### config.mk
export PLATFORM = sky130hd
export DESIGN_NAME = fetch_unit
export DESIGN_NICKNAME = d
export VERILOG_FILES = /design/src/rtl/rv32i_pkg.sv /design/src/rtl/btfn_predecode.sv /design/src/rtl/fetch_unit.sv
export SDC_FILE = /design/constraint.sdc
export NUM_CORES = 1
export LEC_CHECK = 0
export BUFFER_PORTS_ARGS = -buffer_cell sky130_fd_sc_hd__clkbuf_2
export CAP_MARGIN = 20
export CORE_ASPECT_RATIO = 2
export CORE_MARGIN = 3
export CORE_UTILIZATION = 50
export CTS_BUF_LIST = sky130_fd_sc_hd__clkbuf_4
export CTS_CLUSTER_SIZE = 14
export DETAILED_ROUTE_END_ITERATION = 8
export GPL_TIMING_DRIVEN = 0
export PLACE_DENSITY_LB_ADDON = 0.3
export RECOVER_POWER = 100
export SLEW_MARGIN = 20
export SYNTH_ARGS = -nofsm -noshare
export SYNTH_HDL_FRONTEND = slang
export SYNTH_SLANG_ARGS = --single-unit
### constraint.sdc
create_clock -name clk -period 6.2 [get_ports clk]
set_input_delay 0 -clock clk [delete_from_list [all_inputs] [get_ports clk]]
set_output_delay 0 -clock clk [all_outputs]
set_load 0.03 [all_outputs]
### src/rtl/rv32i_pkg.sv
// rtl/rv32i_pkg.sv - shared rv32i fetch constants, immediate extractors and fetch FSM encoding
package rv32i_pkg;

  localparam logic [31:0] NOP_INSTR = 32'h0000_0013;
  localparam logic [6:0]  OP_BRANCH = 7'b1100011;
  localparam logic [6:0]  OP_JAL    = 7'b1101111;

  typedef enum logic {
    S_BOOT = 1'b0,
    S_RUN  = 1'b1
  } fetch_state_t;

  function automatic logic [31:0] imm_b(input logic [31:0] instr);
    return {{19{instr[31]}}, instr[31], instr[7], instr[30:25], instr[11:8], 1'b0};
  endfunction

  function automatic logic [31:0] imm_j(input logic [31:0] instr);
    return {{11{instr[31]}}, instr[31], instr[19:12], instr[20], instr[30:21], 1'b0};
  endfunction

endpackage

### src/rtl/btfn_predecode.sv
// rtl/btfn_predecode.sv - static backward-taken/forward-not-taken predecode of the fetched word
module btfn_predecode
  import rv32i_pkg::OP_BRANCH, rv32i_pkg::OP_JAL, rv32i_pkg::imm_b, rv32i_pkg::imm_j;
(
  input  logic [31:0] instr,
  input  logic [31:0] pc,
  output logic        pred_taken,
  output logic [31:0] pred_target
);

  logic is_jal;
  logic is_back_branch;

  assign is_jal         = (instr[6:0] == OP_JAL);
  // imm[12] is the sign bit of the branch offset, i.e. a backward branch
  assign is_back_branch = (instr[6:0] == OP_BRANCH) && instr[31];

  always_comb begin
    pred_taken  = is_jal || is_back_branch;
    pred_target = pc + 32'd4;
    if (is_jal)
      pred_target = pc + imm_j(instr);
    else if (is_back_branch)
      pred_target = pc + imm_b(instr);
  end

endmodule

### src/rtl/fetch_unit.sv
// rtl/fetch_unit.sv - rv32i IF stage: PC register, next-PC select, IF/ID register
// Optional static branch prediction is enabled by defining STATIC_BTFN_EN.
module fetch_unit
  import rv32i_pkg::fetch_state_t, rv32i_pkg::S_BOOT, rv32i_pkg::S_RUN;
#(
  parameter logic [31:0] RESET_PC  = 32'h0000_0000,
  parameter logic [31:0] TRAP_PC   = 32'h0000_0100,
  parameter logic [31:0] NOP_INSTR = rv32i_pkg::NOP_INSTR
) (
  input  logic        clk,
  input  logic        rst,
  input  logic        pc_en,
  input  logic        if_id_en,
  input  logic        if_id_flush,
  input  logic        branch_taken_ex,
  input  logic [31:0] branch_target,
  input  logic [31:0] imem_rdata,
  output logic [31:0] imem_addr,
  output logic [31:0] pc,
  output logic [31:0] next_pc,
  output logic [31:0] if_id_instr,
  output logic [31:0] if_id_pc,
  output logic        if_id_valid,
  output logic        if_id_pred_taken,
  output logic        misalign_trap,
  output logic [31:0] fetch_count
);

  fetch_state_t state, state_nxt;
  logic [31:0]  pc_q;
  logic         pred_taken;
  logic [31:0]  pred_target;
  logic         trap_hit;
  logic         ifid_bubble;
  logic         ifid_load;

`ifdef STATIC_BTFN_EN
  btfn_predecode u_btfn_predecode (
    .instr       (imem_rdata),
    .pc          (pc_q),
    .pred_taken  (pred_taken),
    .pred_target (pred_target)
  );
`else
  assign pred_taken  = 1'b0;
  assign pred_target = pc_q + 32'd4;
`endif

  assign pc        = pc_q;
  assign imem_addr = pc_q;

  always_ff @(posedge clk or posedge rst) begin
    if (rst)
      state <= S_BOOT;
    else
      state <= state_nxt;
  end

  always_comb begin
    state_nxt = state;
    next_pc   = pc_q + 32'd4;
    trap_hit  = 1'b0;
    case (state)
      S_BOOT: begin
        state_nxt = S_RUN;
        next_pc   = RESET_PC;
      end
      default: begin
        // a redirect from EX overrides both the stall and any prediction
        if (branch_taken_ex) begin
          if (branch_target[1:0] != 2'b00) begin
            next_pc  = TRAP_PC;
            trap_hit = 1'b1;
          end else begin
            next_pc = branch_target;
          end
        end else if (!pc_en) begin
          next_pc = pc_q;
        end else if (pred_taken) begin
          next_pc = pred_target;
        end
      end
    endcase
  end

  // the boot cycle loads a bubble so a reset release never presents a half-fetched word
  assign ifid_bubble = (state == S_BOOT) || if_id_flush || branch_taken_ex;
  assign ifid_load   = !ifid_bubble && if_id_en;

  always_ff @(posedge clk or posedge rst) begin
    if (rst) begin
      pc_q             <= RESET_PC;
      if_id_instr      <= NOP_INSTR;
      if_id_pc         <= 32'h0;
      if_id_valid      <= 1'b0;
      if_id_pred_taken <= 1'b0;
      misalign_trap    <= 1'b0;
      fetch_count      <= 32'h0;
    end else begin
      pc_q <= next_pc;
      if (trap_hit)
        misalign_trap <= 1'b1;
      if (ifid_bubble) begin
        if_id_instr      <= NOP_INSTR;
        if_id_pc         <= 32'h0;
        if_id_valid      <= 1'b0;
        if_id_pred_taken <= 1'b0;
      end else if (ifid_load) begin
        if_id_instr      <= imem_rdata;
        if_id_pc         <= pc_q;
        if_id_valid      <= 1'b1;
        if_id_pred_taken <= pred_taken;
        fetch_count      <= fetch_count + 32'd1;
      end
    end
  end

endmodule
==> impl_metrics.csv <==
group,metric,value,unit
critical_path,crit_end,"next_pc[30]",
critical_path,critical_path_class,"reg -> out",
die,fp.dieW,82.2,µm
timing,worst_pin_slew,2690,ps
power,combPwrFrac,17.1,%
synth,avgSynthCellArea,11.3,µm²
timing,drv_slew,61,
timing,rsz0062_at_grt,"no",
clock_tree,cts.htree.levels,4,
die,ios,265,
clock_tree,ctsHoldBuffers,80,
die,start_util,51.2,%
outcome,failed_checks,"max-capacitance violations, max-slew violations",
detailed_routing,initialDrtViolationCount,309,
clock_tree,cts_sinks,131,
outcome,outcome,"finished, violations left",
detailed_routing,vias,5692,
synth,ys_ff_latch,131,
clock_tree,clock-root-buffer,"clkbuf_4",
global_routing,grt_max_degree,72,
finish,syn_to_final_growth,40.6,%
critical_path,setup.worst_path.end_class,"output pin",
job,maxCapViolCount,2,
placed_design,postPlaceCellArea,7340,µm²
finish,drive_gt1_share,16.4,%
global_routing,track_usage,29.4,%
clock_tree,cts_made_buffers,17,
clock_tree,clk_pin_slew,130,ps
power,total_power,0.00190,W
detailed_routing,detail_route.vias_per_cell,5.51,
global_routing,antenna_found_initial,1,
clock_tree,cts_tree,"done",
synth,synthFlopType,"dfrtp_1",
detailed_routing,ant_nets,0,
synth,synth_edf_count,0,
detailed_routing,drc,0,
synth,yosysSeqAreaShare,56.5,%
synth,synthArstFlopShare,100,%
hold_path,min_path_type,"in -> reg",
detailed_routing,drtPass1Iterations,5,
finish,fin_area,8170,µm²
critical_path,timing.rr.end,"imem_addr[30]$_DFF_PP0_",
critical_path,startpoint,"imem_addr[2]$_DFF_PP0_",
timing,tns,0,ps
power,powerDensity,232,nW/µm²
die,core,11400,µm²
timing,hold_violations,0,
timing,holdWs,119,ps
clock_tree,cts_setup_buffers,0,
finish,layout.nets,949,
synth,yosysWarnings,0,
die,num_rows,55,
clock_tree,ctsResizeCount,0,
detailed_routing,wirelength,19500,µm
placed_design,dp_hpwl,12800,µm
timing,slew_headroom,-80.4,%
clock_tree,clk_latency,520,ps
timing,fmax,263,MHz
synth,synth_area,5810,µm²
die,die_h,158,µm
power,switching_share,32.3,%
power,power.net_switching,0.000612,W
power,clkPwrFrac,34.1,%
timing,period_share,61.4,%
critical_path,r2r_slack,3160,ps
power,seqPwrFrac,48.8,%
timing,clock_skew,23.7,ps
critical_path,crit_arrival,3800,ps
critical_path,r2r_start,"imem_addr[2]$_DFF_PP0_",
die,dieArea,13000,µm²
global_routing,grt_pass1_wl,29200,µm
power,ir_worst_vdd,0.161,mV
critical_path,start_kind,"flip-flop",
critical_path,crit_required,6200,ps
global_routing,grt_pass1_vias,5855,
critical_path,reg2regPathDepth,6,
global_routing,overflow,0,
placed_design,gp_congestion,0.857,
synth,synthCells,514,
power,p_int,0.00129,W
timing,setup_viol,0,
timing,fin_crit,3800,ps
synth,syn-num-nets,586,
placed_design,port_buffers,263,
detailed_routing,drt-wirelength-per-cell,18.9,µm
critical_path,crit_fanout,8,
synth,ys_types,45,
clock_tree,cts_buffer_depth,2,
power,power_leakage,3.78,nW
placed cells by master, fill, tap and decap left out, drive strengths merged, types with 3 or more instances in the layout:
cell and count:
and4 4, nand4 21, nand3 17, clkbuf 303, bufinv 3, nand2 36, and2 7, dfrtp 128
xor2 32, a22o 59, dlygate4sd3 80, dfstp 3, nor3 6, nor2 17, o22a 3, xnor2 25
and3 16, buf 37, clkinvlp 4, o21ai 7, a21oi 47, clkinv 3, inv 11
critical path, stage by stage (launching register included):
cell      delay (ps)
dfrtp_1          510
ha_1             240
nand4_1          230
nor4_1          1270
nand4_1          230
xor2_1           230
a21oi_1          230
clkbuf_1         340
cell usage after synthesis (all sizes together), types with 7 or more instances:
cell type	count	area, µm²
and3	16	101
o21ai	7	35.0
nand4	21	153
a22o	59	517
dfrtp	128	3200
buf	40	285
nand3	17	85.1
xor2	32	280
a21oi	47	235
nand2	36	135
xnor2	25	219
nor2	17	66.3
and2	7	43.8
clkbuf	19	71.3
worst min path at each step:
| stage | from | to | slack (ps) | cells past startpoint |
|---|---|---|---|---|
| after floorplan | if_id_flush | if_id_valid$_DFFE_PP0P_ | 70 | 1 |
| after global placement | if_id_flush | if_id_valid$_DFFE_PP0P_ | 210 | 2 |
| after detailed placement | rst | if_id_pc[14]$_DFFE_PP0P_ | 110 | 2 |
| after CTS | branch_taken_ex | imem_addr[7]$_DFF_PP0_ | 2 | 4 |
| after global routing | branch_taken_ex | imem_addr[31]$_DFF_PP0_ | 100 | 5 |
| final | branch_taken_ex | imem_addr[31]$_DFF_PP0_ | 120 | 5 |
layer usage:
layer | global-route usage (%) | part of all wire [%] | vias to the layer above
li1 | - | - | 2530
met1 | 31.2 | 34 | 2764
met2 | 52.4 | 54 | 333
met3 | 6.96 | 7.7 | 65
met4 | 15.1 | 4.3 | 0
met5 | 0 | 0 | -
state kept, by name, indices dropped and copies added (netlist names):
signal         cells
state              1
misalign_trap      1
fetch_count       32
if_id_instr       32
if_id_pc          32
if_id_valid        1
imem_addr         32
cell type report:
cell class / count / area (µm²)
antenna: 1 / 2.50
buffer: 59 / 349
clock buffer: 17 / 128
clock inverter: 15 / 196
fill: 913 / 3180
inverter: 6 / 23.8
multi-input combinational: 318 / 2110
sequential: 131 / 3280
tap: 142 / 178
timing repair buffer: 344 / 1900
cells by family (layout without fill, tap and decap cells):
family	Yosys count	count (layout)	share of synthesized area (%)
and+or+nand+nor	135	135	13.0
DFF	131	131	56.5
AOI/OAI and AO/OA	121	121	14.7
buffers and inverters	65	441	6.52
xor gates and xnor gates	57	57	8.59
adders and majority gates	2	2	0.430
other	2	3	0.129
muxes	1	1	0.172
stage by stage:
step                instances  utilization [%]  worst slack [ps]
CTS                      1032             74.6              3370
global placement          919             64.4              1440
global route             1033             72.0              2260
finish                   1033             72.0              2400
detailed placement        920             64.7              3980
floorplan                 514                -              2710
power by group through the flow:
stage	logic [W]	registers, W	clock network, W
after floorplan	0.000136	0.000986	0
after global placement	0.000286	0.000940	0
after detailed placement	0.000292	0.000941	0
after CTS	0.000331	0.000925	0.000661
after global routing	0.000345	0.000931	0.000703
final	0.000325	0.000926	0.000647
No activity file was read; power rests on OpenSTA's default activity.
